`src/rtl/branch_target_predictor_pkg.sv`:
```
// Shared constants and types for the branch target predictor.
// Opcode encodings match the RV32I control-flow instructions.
// The update-kind enum names the one table write made per resolve.
package branch_target_predictor_pkg;

  localparam logic [6:0] OPC_BRANCH = 7'b1100011;
  localparam logic [6:0] OPC_JAL    = 7'b1101111;
  localparam logic [6:0] OPC_JALR   = 7'b1100111;

  // Table write selected for the resolving instruction
  typedef enum logic [2:0] {
    UPD_NONE,       // nothing written
    UPD_TRAIN,      // branch hit: step counter, refresh target when taken
    UPD_ALLOC_BR,   // branch miss, taken: allocate weakly taken
    UPD_ALLOC_JAL,  // JAL: allocate or overwrite strongly taken
    UPD_INVAL       // JALR hit: drop the entry
  } upd_e;

endpackage

```
`src/rtl/branch_target_predictor_if.sv`:
```
// Fetch-lookup / execute-resolve bus between the pipeline and the predictor.
// Lookup outputs and the mispredict flag are combinational; no back-pressure.
// The pipeline drives through the master modport, the predictor uses slave.
interface branch_target_predictor_if #(
  parameter int PC_W  = 12,
  parameter int CNT_W = 32
);
  import branch_target_predictor_pkg::*;

  logic             f_valid;
  logic [PC_W-1:0]  f_pc;
  logic             pred_taken;
  logic [PC_W-1:0]  pred_target;

  logic             e_valid;
  logic             e_is_branch;
  logic             e_is_jal;
  logic             e_is_jalr;
  logic [PC_W-1:0]  e_pc;
  logic             e_taken;
  logic [PC_W-1:0]  e_target;
  logic             e_pred_taken;
  logic [PC_W-1:0]  e_pred_target;
  logic             e_mispredict;
  logic [PC_W-1:0]  e_redirect_pc;

  logic [CNT_W-1:0] branch_count;
  logic [CNT_W-1:0] mispred_count;

  modport master (
    output f_valid, f_pc,
    output e_valid, e_is_branch, e_is_jal, e_is_jalr, e_pc, e_taken, e_target,
    output e_pred_taken, e_pred_target,
    input  pred_taken, pred_target, e_mispredict, e_redirect_pc,
    input  branch_count, mispred_count
  );

  modport slave (
    input  f_valid, f_pc,
    input  e_valid, e_is_branch, e_is_jal, e_is_jalr, e_pc, e_taken, e_target,
    input  e_pred_taken, e_pred_target,
    output pred_taken, pred_target, e_mispredict, e_redirect_pc,
    output branch_count, mispred_count
  );

endinterface

```
`src/rtl/branch_target_predictor_sat_counter.sv`:
```
// Saturating up/down counter next-value function (no state).
// Latency: combinational. Backpressure: none.
// Holds at 0 on decrement and at all-ones on increment.
module sat_counter
  import branch_target_predictor_pkg::*;
#(
  parameter int W = 2
) (
  input  logic [W-1:0] cur,
  input  logic         inc,
  input  logic         dec,
  output logic [W-1:0] nxt
);

  // Step once in the requested direction unless already at the rail
  always_comb begin
    nxt = cur;
    if (inc && !dec && (cur != {W{1'b1}})) begin
      nxt = cur + W'(1);
    end else if (dec && !inc && (cur != '0)) begin
      nxt = cur - W'(1);
    end
  end

endmodule

```
`src/rtl/branch_target_predictor.sv`:
```
// Direct-mapped BTB with per-entry direction counters plus perf counters.
// Latency: lookup and mispredict are combinational; training lands on the next edge.
// Backpressure: none, accepts a lookup and a resolve every cycle.
module branch_target_predictor
  import branch_target_predictor_pkg::*;
#(
  parameter int PC_W    = 12,
  parameter int ENTRIES = 16,
  parameter int CTR_W   = 2,
  parameter int CNT_W   = 32
) (
  input  logic clock,
  input  logic reset,
  branch_target_predictor_if.slave bus
);

  localparam int IDX_W = $clog2(ENTRIES);
  localparam int TAG_W = PC_W - IDX_W - 2;
  localparam logic [CTR_W-1:0] CTR_WEAK_T   = CTR_W'(1) << (CTR_W - 1);
  localparam logic [CTR_W-1:0] CTR_STRONG_T = {CTR_W{1'b1}};

  // Flop arrays: the fetch lookup reads asynchronously
  logic             valid_q  [ENTRIES];
  logic [TAG_W-1:0] tag_q    [ENTRIES];
  logic [PC_W-1:0]  target_q [ENTRIES];
  logic [CTR_W-1:0] ctr_q    [ENTRIES];

  logic [CNT_W-1:0] branch_cnt_q;
  logic [CNT_W-1:0] mispred_cnt_q;

  logic [IDX_W-1:0] f_idx, e_idx;
  logic [TAG_W-1:0] f_tag, e_tag;
  logic             f_hit, e_hit;
  logic             resolve;
  logic [PC_W-1:0]  act_next;
  logic             mispredict;
  logic [CTR_W-1:0] ctr_nxt;
  upd_e             upd;

  assign f_idx = bus.f_pc[IDX_W+1:2];
  assign f_tag = bus.f_pc[PC_W-1:IDX_W+2];
  assign e_idx = bus.e_pc[IDX_W+1:2];
  assign e_tag = bus.e_pc[PC_W-1:IDX_W+2];

  // Fetch lookup: old table contents, so a same-cycle update is not seen yet
  always_comb begin
    f_hit           = bus.f_valid && valid_q[f_idx] && (tag_q[f_idx] == f_tag);
    bus.pred_taken  = f_hit && ctr_q[f_idx][CTR_W-1];
    bus.pred_target = bus.pred_taken ? target_q[f_idx] : bus.f_pc + PC_W'(4);
  end

  // Resolve: compare the carried prediction against the real next PC
  always_comb begin
    resolve  = reset && bus.e_valid && (bus.e_is_branch || bus.e_is_jal || bus.e_is_jalr);
    e_hit    = valid_q[e_idx] && (tag_q[e_idx] == e_tag);
    act_next = bus.e_taken ? bus.e_target : bus.e_pc + PC_W'(4);
    mispredict = 1'b0;
    if (resolve) begin
      mispredict = (bus.e_taken != bus.e_pred_taken) || (bus.e_pred_target != act_next);
    end
    bus.e_mispredict  = mispredict;
    bus.e_redirect_pc = resolve ? act_next : bus.e_pc + PC_W'(4);
  end

  // Pick the single table write for this resolve; JAL wins over JALR over branch
  always_comb begin
    upd = UPD_NONE;
    if (resolve) begin
      if (bus.e_is_jal) begin
        upd = UPD_ALLOC_JAL;
      end else if (bus.e_is_jalr) begin
        upd = e_hit ? UPD_INVAL : UPD_NONE;
      end else if (e_hit) begin
        upd = UPD_TRAIN;
      end else if (bus.e_taken) begin
        upd = UPD_ALLOC_BR;
      end
    end
  end

  sat_counter #(.W(CTR_W)) u_sat_counter (
    .cur (ctr_q[e_idx]),
    .inc (bus.e_taken),
    .dec (!bus.e_taken),
    .nxt (ctr_nxt)
  );

  // Train the tables and count; reset drops any update in the same cycle
  always_ff @(posedge clock) begin
    if (!reset) begin
      for (int i = 0; i < ENTRIES; i++) begin
        valid_q[i] <= 1'b0;
        ctr_q[i]   <= '0;
      end
      branch_cnt_q  <= '0;
      mispred_cnt_q <= '0;
    end else begin
      if (resolve) begin
        branch_cnt_q <= branch_cnt_q + CNT_W'(1);
      end
      if (mispredict) begin
        mispred_cnt_q <= mispred_cnt_q + CNT_W'(1);
      end
      case (upd)
        UPD_TRAIN: begin
          ctr_q[e_idx] <= ctr_nxt;
          if (bus.e_taken) target_q[e_idx] <= bus.e_target;
        end
        UPD_ALLOC_BR: begin
          valid_q[e_idx]  <= 1'b1;
          tag_q[e_idx]    <= e_tag;
          target_q[e_idx] <= bus.e_target;
          ctr_q[e_idx]    <= CTR_WEAK_T;
        end
        UPD_ALLOC_JAL: begin
          valid_q[e_idx]  <= 1'b1;
          tag_q[e_idx]    <= e_tag;
          target_q[e_idx] <= bus.e_target;
          ctr_q[e_idx]    <= CTR_STRONG_T;
        end
        UPD_INVAL: valid_q[e_idx] <= 1'b0;
        default: ;
      endcase
    end
  end

  assign bus.branch_count  = branch_cnt_q;
  assign bus.mispred_count = mispred_cnt_q;

endmodule

```
`src/flat_wrapper.sv`:
```
// flat-port wrapper written by rule: the top's interface ports become plain ports
module branch_target_predictor_flat import branch_target_predictor_pkg::*;
#(
  parameter int PC_W    = 12,
  parameter int ENTRIES = 16,
  parameter int CTR_W   = 2,
  parameter int CNT_W   = 32
)
  (clock, reset, bus_f_valid, bus_f_pc, bus_e_valid, bus_e_is_branch, bus_e_is_jal, bus_e_is_jalr, bus_e_pc, bus_e_taken, bus_e_target, bus_e_pred_taken, bus_e_pred_target, bus_pred_taken, bus_pred_target, bus_e_mispredict, bus_e_redirect_pc, bus_branch_count, bus_mispred_count);
  branch_target_predictor_if #(.PC_W(PC_W), .CNT_W(CNT_W)) bus_i ();
  input  logic clock;
  input  logic reset;
  input wire logic [$bits(bus_i.f_valid)-1:0] bus_f_valid;
  input wire logic [$bits(bus_i.f_pc)-1:0] bus_f_pc;
  input wire logic [$bits(bus_i.e_valid)-1:0] bus_e_valid;
  input wire logic [$bits(bus_i.e_is_branch)-1:0] bus_e_is_branch;
  input wire logic [$bits(bus_i.e_is_jal)-1:0] bus_e_is_jal;
  input wire logic [$bits(bus_i.e_is_jalr)-1:0] bus_e_is_jalr;
  input wire logic [$bits(bus_i.e_pc)-1:0] bus_e_pc;
  input wire logic [$bits(bus_i.e_taken)-1:0] bus_e_taken;
  input wire logic [$bits(bus_i.e_target)-1:0] bus_e_target;
  input wire logic [$bits(bus_i.e_pred_taken)-1:0] bus_e_pred_taken;
  input wire logic [$bits(bus_i.e_pred_target)-1:0] bus_e_pred_target;
  output wire logic [$bits(bus_i.pred_taken)-1:0] bus_pred_taken;
  output wire logic [$bits(bus_i.pred_target)-1:0] bus_pred_target;
  output wire logic [$bits(bus_i.e_mispredict)-1:0] bus_e_mispredict;
  output wire logic [$bits(bus_i.e_redirect_pc)-1:0] bus_e_redirect_pc;
  output wire logic [$bits(bus_i.branch_count)-1:0] bus_branch_count;
  output wire logic [$bits(bus_i.mispred_count)-1:0] bus_mispred_count;
  assign bus_i.f_valid = bus_f_valid;
  assign bus_i.f_pc = bus_f_pc;
  assign bus_i.e_valid = bus_e_valid;
  assign bus_i.e_is_branch = bus_e_is_branch;
  assign bus_i.e_is_jal = bus_e_is_jal;
  assign bus_i.e_is_jalr = bus_e_is_jalr;
  assign bus_i.e_pc = bus_e_pc;
  assign bus_i.e_taken = bus_e_taken;
  assign bus_i.e_target = bus_e_target;
  assign bus_i.e_pred_taken = bus_e_pred_taken;
  assign bus_i.e_pred_target = bus_e_pred_target;
  assign bus_pred_taken = bus_i.pred_taken;
  assign bus_pred_target = bus_i.pred_target;
  assign bus_e_mispredict = bus_i.e_mispredict;
  assign bus_e_redirect_pc = bus_i.e_redirect_pc;
  assign bus_branch_count = bus_i.branch_count;
  assign bus_mispred_count = bus_i.mispred_count;
  branch_target_predictor #(.PC_W(PC_W), .ENTRIES(ENTRIES), .CTR_W(CTR_W), .CNT_W(CNT_W)) u_core (.clock(clock), .reset(reset), .bus(bus_i));
endmodule
```
`config.mk`:
```
export PLATFORM = sky130hd
export DESIGN_NAME = branch_target_predictor_flat
export DESIGN_NICKNAME = d
export VERILOG_FILES = /design/src/rtl/branch_target_predictor_pkg.sv /design/src/rtl/branch_target_predictor_if.sv /design/src/rtl/branch_target_predictor_sat_counter.sv /design/src/rtl/branch_target_predictor.sv /design/src/flat_wrapper.sv
export SDC_FILE = /design/constraint.sdc
export NUM_CORES = 1
export LEC_CHECK = 0
export BUFFER_PORTS_ARGS = -buffer_cell sky130_fd_sc_hd__buf_2
export CORE_MARGIN = 2
export CORE_UTILIZATION = 35
export DETAILED_ROUTE_END_ITERATION = 7
export GPL_ROUTABILITY_DRIVEN = 0
export GPL_TIMING_DRIVEN = 1
export RECOVER_POWER = 50
export SETUP_SLACK_MARGIN = 0.5
export SLEW_MARGIN = 20
export SYNTH_ARGS = -nofsm -noshare
export SYNTH_HDL_FRONTEND = slang
export SYNTH_HIERARCHICAL = 1
export SYNTH_SLANG_ARGS = --single-unit
```
`constraint.sdc`:
```
create_clock -name clock -period 5.3 [get_ports clock]
set_input_delay 1.06 -clock clock [delete_from_list [all_inputs] [get_ports clock]]
set_output_delay 1.06 -clock clock [all_outputs]
set_load 0.02 [all_outputs]
```
==> After elaboration in Yosys (flattened, before gate mapping) <==
Memories as Yosys holds them, arrays and structs flattened.
Cells that the tools add are included.
{ "word_totals": {"register_bits": 64, "latchBits": 0, "ramBits": 336, "romBits": 0, "input_bits": 57, "output_inout_bits": 90, "wordCells": 85, "n_memories": 4} }
{ "classes": {"addsub": 6, "n_mul": 0, "n_div": 0, "magnitude_cmp": 0, "eq_ne": 9, "shift": 0, "n_mux": 42, "bitwise_logic": 7, "n_reduce_logical": 15} }
{ "mem_list": {"columns": ["name", "depth", "width", "rd", "rd_ports_with_merged_regs", "write_ports", "line_no", "text"], "rows": [
  ["u_core.target_q", 16, 12, 1, 0, 1, "branch_target_predictor.sv:25", "logic [PC_W-1:0] target_q [ENTRIES];"],
  ["u_core.tag_q", 16, 6, 2, 0, 1, "branch_target_predictor.sv:24", "logic [TAG_W-1:0] tag_q [ENTRIES];"],
  ["u_core.ctr_q", 16, 2, 2, 0, 16, "branch_target_predictor.sv:26", "logic [CTR_W-1:0] ctr_q [ENTRIES];"],
  ["u_core.valid_q", 16, 1, 2, 0, 16, "branch_target_predictor.sv:23", "logic valid_q [ENTRIES];"]
]} }
{ "op_table": {"columns": ["op", "n"], "rows": [
  ["$add A32 B1 Y32 const B", 2],
  ["$mux W12", 5],
  ["$add A12 B3 Y12 const B", 2],
  ["$mux W1", 23],
  ["$mux W3", 5],
  ["$eq A6 B6 Y1", 2],
  ["$mux W2", 6],
  ["$ne A12 B12 Y1", 1],
  ["$logic_and A1 B1 Y1", 8],
  ["$mux W4", 2],
  ["$or A1 B1 Y1", 7],
  ["$eq A3 B2 Y1 const B", 2],
  ["$mux W6", 1],
  ["$eq A3 B1 Y1 const B", 1],
  ["$eq A3 B3 Y1 const B", 1],
  ["$logic_or A1 B1 Y1", 3],
  ["$add A2 B1 Y2 const B", 1],
  ["$ne A2 B2 Y1 const B", 1],
  ["$reduce_bool A2 Y1", 1],
  ["$reduce_or A2 Y1", 1],
  ["$sub A2 B1 Y2 const B", 1],
  ["$logic_not A1 Y1", 1],
  ["$ne A1 B1 Y1", 1],
  ["$reduce_or A1 Y1", 1]
]} }

==> Longest topological paths before layout <==
An unclocked memory read counts as a cell.
{ "logic_depth": {"ltp_word": 15, "ltp_mapped": 16, "ltp_nobuf": 11} }

==> Hierarchy <==
The synthesis kept the hierarchy.
{ "by_module_without_submodules": {"columns": ["module", "instances", "cells_per_inst", "area_per_inst_um2", "seq_area_each_um2"], "rows": [
  ["branch_target_predictor", 1, 1328, 18701.7, 11210.8],
  ["sat_counter", 1, 16, 101.3, 0.0]
]} }

==> Worst setup path after synthesis <==
OpenSTA, ideal clock, no wires.
{ "synth_timing": {"kind": "input-to-output", "startpoint": "in bus_f_pc[2]", "endpoint": "out bus_pred_target[2]", "t_arrival_ps": 3729, "required_time_ps": 4240, "path_slack_ps": 511, "path_stages": 8, "path_buffers": 2, "cell_sequence": "clkbuf_1 -> mux4_2 -> mux4_2 -> xnor2_1 -> nand4_1 -> nor2_1 -> buf_2 -> mux2i_1"} }
{ "synth_between": {"elab_chain_cells": 5, "elab_cells_between_ends": 10, "classes_between": "add/sub: 1; eq/ne: 1; mux: 1; reduce/logical: 3; memory: 4"} }
{ "synth_rtl": {"columns": ["element", "line_no", "text"], "rows": [
  ["start: declaration", "flat_wrapper.sv:14", "input wire logic [$bits(bus_i.f_pc)-1:0] bus_f_pc;"],
  ["$mem_v2 Z16 W6 / $mem_v2 Z16 W1 (equally long branches)", null, null],
  ["$eq A6 B6 Y1 / $logic_and A1 B1 Y1 (equally long branches)", "branch_target_predictor.sv:47", "f_hit = bus.f_valid && valid_q[f_idx] && (tag_q[f_idx] == f_tag);"],
  ["$logic_and A1 B1 Y1", "branch_target_predictor.sv:47", null],
  ["$logic_and A1 B1 Y1", "branch_target_predictor.sv:48", "bus.pred_taken = f_hit && ctr_q[f_idx][CTR_W-1];"],
  ["$mux W12 *", "branch_target_predictor.sv:49", "bus.pred_target = bus.pred_taken ? target_q[f_idx] : bus.f_pc + PC_W'(4);"],
  ["end: declaration", "flat_wrapper.sv:25", "output wire logic [$bits(bus_i.pred_target)-1:0] bus_pred_target;"]
]} }
Mark *: on every way between the ends. The rest lies on a longest branch, timed or not.

==> Worst setup path after layout <==
{ "layout_timing": {"startpoint": "in bus_e_pc[10]", "endpoint": "out bus_e_mispredict"} }
{ "layout_between": {"elab_chain_cells": 5} }
{ "layout_rtl": {"columns": ["element", "line_no", "text"], "rows": [
  ["start: declaration", "flat_wrapper.sv:19", "input wire logic [$bits(bus_i.e_pc)-1:0] bus_e_pc;"],
  ["$add A12 B3 Y12", "branch_target_predictor.sv:56", "act_next = bus.e_taken ? bus.e_target : bus.e_pc + PC_W'(4);"],
  ["$mux W12", "branch_target_predictor.sv:56", null],
  ["$ne A12 B12 Y1", "branch_target_predictor.sv:59", "mispredict = (bus.e_taken != bus.e_pred_taken) || (bus.e_pred_target != act_next);"],
  ["$logic_or A1 B1 Y1", "branch_target_predictor.sv:59", null],
  ["$mux W1", "branch_target_predictor.sv:58", "if (resolve) begin"],
  ["end: declaration", "flat_wrapper.sv:26", "output wire logic [$bits(bus_i.e_mispredict)-1:0] bus_e_mispredict;"]
]} }
No other way between the ends.

==> metrics.txt <==
# TYPE chip_impl_metric gauge
chip_impl_metric{name="async_flop_share",unit=""} 0
chip_impl_info{name="ys.flop_type",value="edfxtp_1"} 1
chip_impl_metric{name="grt-ovfl-total",unit=""} 0
chip_impl_metric{name="ioPinCount",unit=""} 147
chip_impl_metric{name="vias_in_the_first_global_route",unit=""} 12400
chip_impl_metric{name="post-route-min-period",unit="ps"} 4850
chip_impl_info{name="outcome",value="finished, violations left"} 1
chip_impl_metric{name="clock_skew",unit="ps"} 26.5
chip_impl_metric{name="floorplan.initialDensity",unit=""} 0.356
chip_impl_metric{name="fp.dieW",unit="µm"} 236
chip_impl_info{name="hold_path.class",value="reg -> reg"} 1
chip_impl_info{name="crit_path_start",value="bus_e_pc[10]"} 1
chip_impl_metric{name="drive_gt1_frac",unit=""} 0.212
chip_impl_metric{name="post-route-drc-count",unit=""} 0
chip_impl_metric{name="final_nets",unit=""} 1573
chip_impl_metric{name="cellPowerDensity",unit="nW/µm²"} 321
chip_impl_metric{name="max_cap_viol_count",unit=""} 1
chip_impl_metric{name="diodes",unit=""} 0
chip_impl_metric{name="detailedPlacementHpwl",unit="mm"} 37.0
chip_impl_metric{name="setup_viol",unit=""} 0
chip_impl_metric{name="critPathArrivalTime",unit="ps"} 3790
chip_impl_metric{name="detail_route.vias_per_cell",unit=""} 5.74
chip_impl_info{name="synth.most_common_cell",value="edfxtp_1"} 1
chip_impl_info{name="critPathCaptureType",value="output pin"} 1
chip_impl_metric{name="dpl_cell_area",unit="µm²"} 20500
chip_impl_metric{name="maxSlewViolCount",unit=""} 34
chip_impl_info{name="synth.top_cells.by_count",value="edfxtp_1, mux4_2, nor2_1"} 1
chip_impl_metric{name="postCtsSetupRepairBufs",unit=""} 0
chip_impl_info{name="worst-setup-path-type",value="in -> out"} 1
chip_impl_metric{name="grt_pass1_wl",unit="mm"} 81.4
chip_impl_info{name="critical_path.cell_chain",value="clkbuf_1 -> clkbuf_1 -> xnor2_1 -> o2111ai_1 -> o2bb2ai_1 -> nor2_1 -> inv_1 -> buf_2"} 1
chip_impl_metric{name="total_leakage_power",unit="nW"} 7.07
chip_impl_info{name="ctsRootBufferMaster",value="clkbuf_16"} 1
chip_impl_metric{name="numPortBuffers",unit=""} 146
chip_impl_metric{name="syn2layout_area_growth",unit="%"} 16.1
chip_impl_metric{name="peakVddDrop",unit="µV"} 300
chip_impl_metric{name="cts-buffers-inserted",unit=""} 44
chip_impl_metric{name="initial_drc_count",unit=""} 1328
chip_impl_metric{name="max_clock_freq",unit="MHz"} 206
chip_impl_metric{name="power_report.internal_total",unit="mW"} 5.34
chip_impl_metric{name="crit_required",unit="ps"} 4240
chip_impl_metric{name="wl_per_cell",unit="µm"} 24.5
chip_impl_info{name="critPathSlowestCell",value="clkbuf_1"} 1
chip_impl_metric{name="core-area",unit="µm²"} 52900
chip_impl_metric{name="timing.critical_path.slowest_cell_delay",unit="ps"} 960
chip_impl_metric{name="pin_count_of_the_biggest_net_entering_global_routing",unit=""} 86
chip_impl_metric{name="final_design_area_no_fill",unit="µm²"} 21800
chip_impl_info{name="failed_checks",value="capacitance limit, slew limit"} 1
chip_impl_metric{name="cell_area_after_synthesis",unit="µm²"} 18800
chip_impl_metric{name="p_clk_frac",unit=""} 0.424
chip_impl_metric{name="iteration_count_of_the_initial_detailed_routing_pass",unit=""} 7
chip_impl_info{name="worstSetupStartpointType",value="input pin"} 1
chip_impl_metric{name="setup_tns",unit="ps"} 0
chip_impl_info{name="critPathTopFamily",value="buffers and inverters"} 1
chip_impl_metric{name="synth_nets",unit=""} 1410
chip_impl_metric{name="worst-slew-pin-transition",unit="ps"} 1750
chip_impl_info{name="synth_largest_area_cell",value="edfxtp_1"} 1
chip_impl_metric{name="share_of_the_clock_period_used_by_the_worst_path_after_layout",unit=""} 0.916
chip_impl_metric{name="worst_hold_slack",unit="ps"} 481
chip_impl_metric{name="floorplan.die_area",unit="µm²"} 55600
chip_impl_metric{name="comb_power_share",unit=""} 0.086
chip_impl_metric{name="ys_seq_area_frac",unit=""} 0.596
chip_impl_metric{name="net-switching-power",unit="mW"} 1.68
chip_impl_metric{name="count_of_vias_placed_by_the_detailed_router",unit=""} 12800
chip_impl_metric{name="synth_instances",unit=""} 1344
chip_impl_metric{name="timing.final.hold_violations",unit=""} 0
chip_impl_metric{name="synth_top_cell_area_share",unit=""} 0.511
chip_impl_info{name="timing.hold.worst.start",value="u_core/bus.mispred_count[24]"} 1
chip_impl_metric{name="synth.lib_cells_used.distinct",unit=""} 65
chip_impl_metric{name="max-slew-margin-rel",unit=""} -0.164
chip_impl_metric{name="postSynthRegisterBits",unit=""} 400
chip_impl_metric{name="grt_util_all_layers",unit=""} 0.194
chip_impl_metric{name="clk_pin_slew",unit="ps"} 60
chip_impl_metric{name="fp-row-count",unit=""} 84
chip_impl_metric{name="ant_nets",unit=""} 0
chip_impl_metric{name="antenna_found_initial",unit=""} 4
chip_impl_metric{name="tritoncts_num_sinks",unit=""} 400
chip_impl_info{name="rsz0062_at_grt",value="false"} 1
chip_impl_metric{name="critPathMaxFanout",unit=""} 21
chip_impl_metric{name="synth_warnings",unit=""} 6
chip_impl_info{name="tritoncts_clock_tree",value="built"} 1
chip_impl_metric{name="syn_area_per_cell",unit="µm²"} 14.0
chip_impl_metric{name="wirelength",unit="mm"} 54.6
chip_impl_metric{name="synth_enable_flop_cells",unit=""} 320
chip_impl_metric{name="clock_tree.buffer_depth",unit=""} 3
chip_impl_info{name="reg2reg_from",value="u_core/tag_q[4][4]"} 1
chip_impl_metric{name="p_seq_frac",unit=""} 0.490
chip_impl_metric{name="sw_frac_of_total",unit=""} 0.239
chip_impl_metric{name="htree_levels",unit=""} 2
chip_impl_metric{name="clk-insertion-delay-late",unit="ps"} 590
chip_impl_metric{name="floorplan.die.height",unit="µm"} 236
chip_impl_metric{name="worstPathBufferInverterCount",unit=""} 4
chip_impl_info{name="ys_top_cells_by_area",value="edfxtp_1, mux4_2, dfxtp_1, mux2i_1, nor2_1"} 1
chip_impl_info{name="cpMostUsedCell",value="clkbuf_1"} 1
-- worst register-to-register path, cell delays in order (launching register included) --
cell and delay [ps]:
edfxtp_1 420, mux4_2 480, xor2_1 180, a22o_1 290, a311oi_1 310, nand4_1 380, o41a_1 460, buf_4 240
o21ai_0 350
-- power by group through the flow --
stage	sequential (mW)	combinational, mW	clock, mW
finish	3.44	0.601	2.98
global route	3.44	0.644	3.16
CTS	3.44	0.602	3.05
detailed placement	3.50	0.599	0
global placement	3.50	0.589	0
floorplan	3.50	0.367	0
-- logic make-up after synthesis --
logic type,Yosys count,synth area share
AO/OA/AOI/OAI,216,0.0756
XOR/XNOR,72,0.0343
adder cells (fa/ha/maj),9,0.00599
buffers and inverters,112,0.0256
flip-flops,400,0.596
multiplexers,176,0.169
AND/OR/NAND/NOR,359,0.0934
-- per-layer routing --
metal / wire length, µm / global-route usage / share of wire
met5: 55 / 0 / 0.0010
met4: 1220 / 0.0498 / 0.022
met3: 4340 / 0.0380 / 0.079
met2: 25500 / 0.313 / 0.47
met1: 23500 / 0.270 / 0.43
-- area by class of cell --
cell class	instances	area (µm²)
Timing Repair Buffer	203	1080
Multi-Input combinational cell	832	7190
Sequential cell	400	11200
Inverter	26	97.6
Clock buffer	56	1150
Clock inverter	25	250
Fill cell	4889	31000
Tap cell	688	861
-- final timing paths --
check                                 end  slack [ps]  depth (start not counted)
min reg2reg  u_core/bus.mispred_count[24]         480                          2
max                      bus_e_mispredict         450                          8
min          u_core/bus.mispred_count[24]         480                          2
max reg2reg            u_core/ctr_q[7][0]        1850                          8
-- flip-flops by register name, indices dropped and copies added (netlist names) --
signal,cells
u_core/bus.branch_count,32
u_core/tag_q,96
u_core/valid_q,16
u_core/target_q,192
u_core/ctr_q,32
u_core/bus.mispred_count,32
-- what timing repair did --
item	4_1_cts	5_1_grt
endpoints found under the setup margin	12	13
resized for setup	3	9
hold buffers	0	0
endpoints found under the hold margin	0	0
-- stage by stage --
step / power, mW / worst slack, ps / cells / utilization
after global routing: 7.25 / 294 / 2230 / 0.413
after detailed placement: 4.10 / 404 / 2149 / 0.389
final: 7.02 / 447 / 2230 / 0.413
after floorplan: 3.87 / 511 / 1344 / -
after CTS: 7.08 / 517 / 2230 / 0.415
after global placement: 4.09 / 389 / 2149 / 0.388
-- placed cells by master (no fill, tap or decap), types with 10 or more instances in the layout --
master / netlist / final
clkbuf_16: 0 / 44
dfxtp_1: 80 / 80
clkbuf_1: 56 / 107
nor2b_1: 10 / 10
nor2_1: 89 / 89
mux2_2: 20 / 20
inv_1: 24 / 24
clkinv_1: 2 / 11
and4_1: 10 / 10
buf_4: 5 / 40
nand2b_1: 14 / 14
nand2_1: 73 / 73
nor2_2: 11 / 11
nor3_1: 40 / 31
mux2i_1: 45 / 44
o211ai_1: 25 / 25
o21ai_0: 47 / 47
mux4_2: 111 / 111
buf_2: 15 / 62
a22oi_1: 13 / 13
xor2_1: 38 / 38
or3_1: 11 / 11
edfxtp_1: 320 / 320
nand4_1: 23 / 23
o311ai_0: 10 / 10
xnor2_1: 33 / 33
a21oi_1: 57 / 57
nand3_1: 53 / 53
No activity file was read; power rests on OpenSTA's default activity.
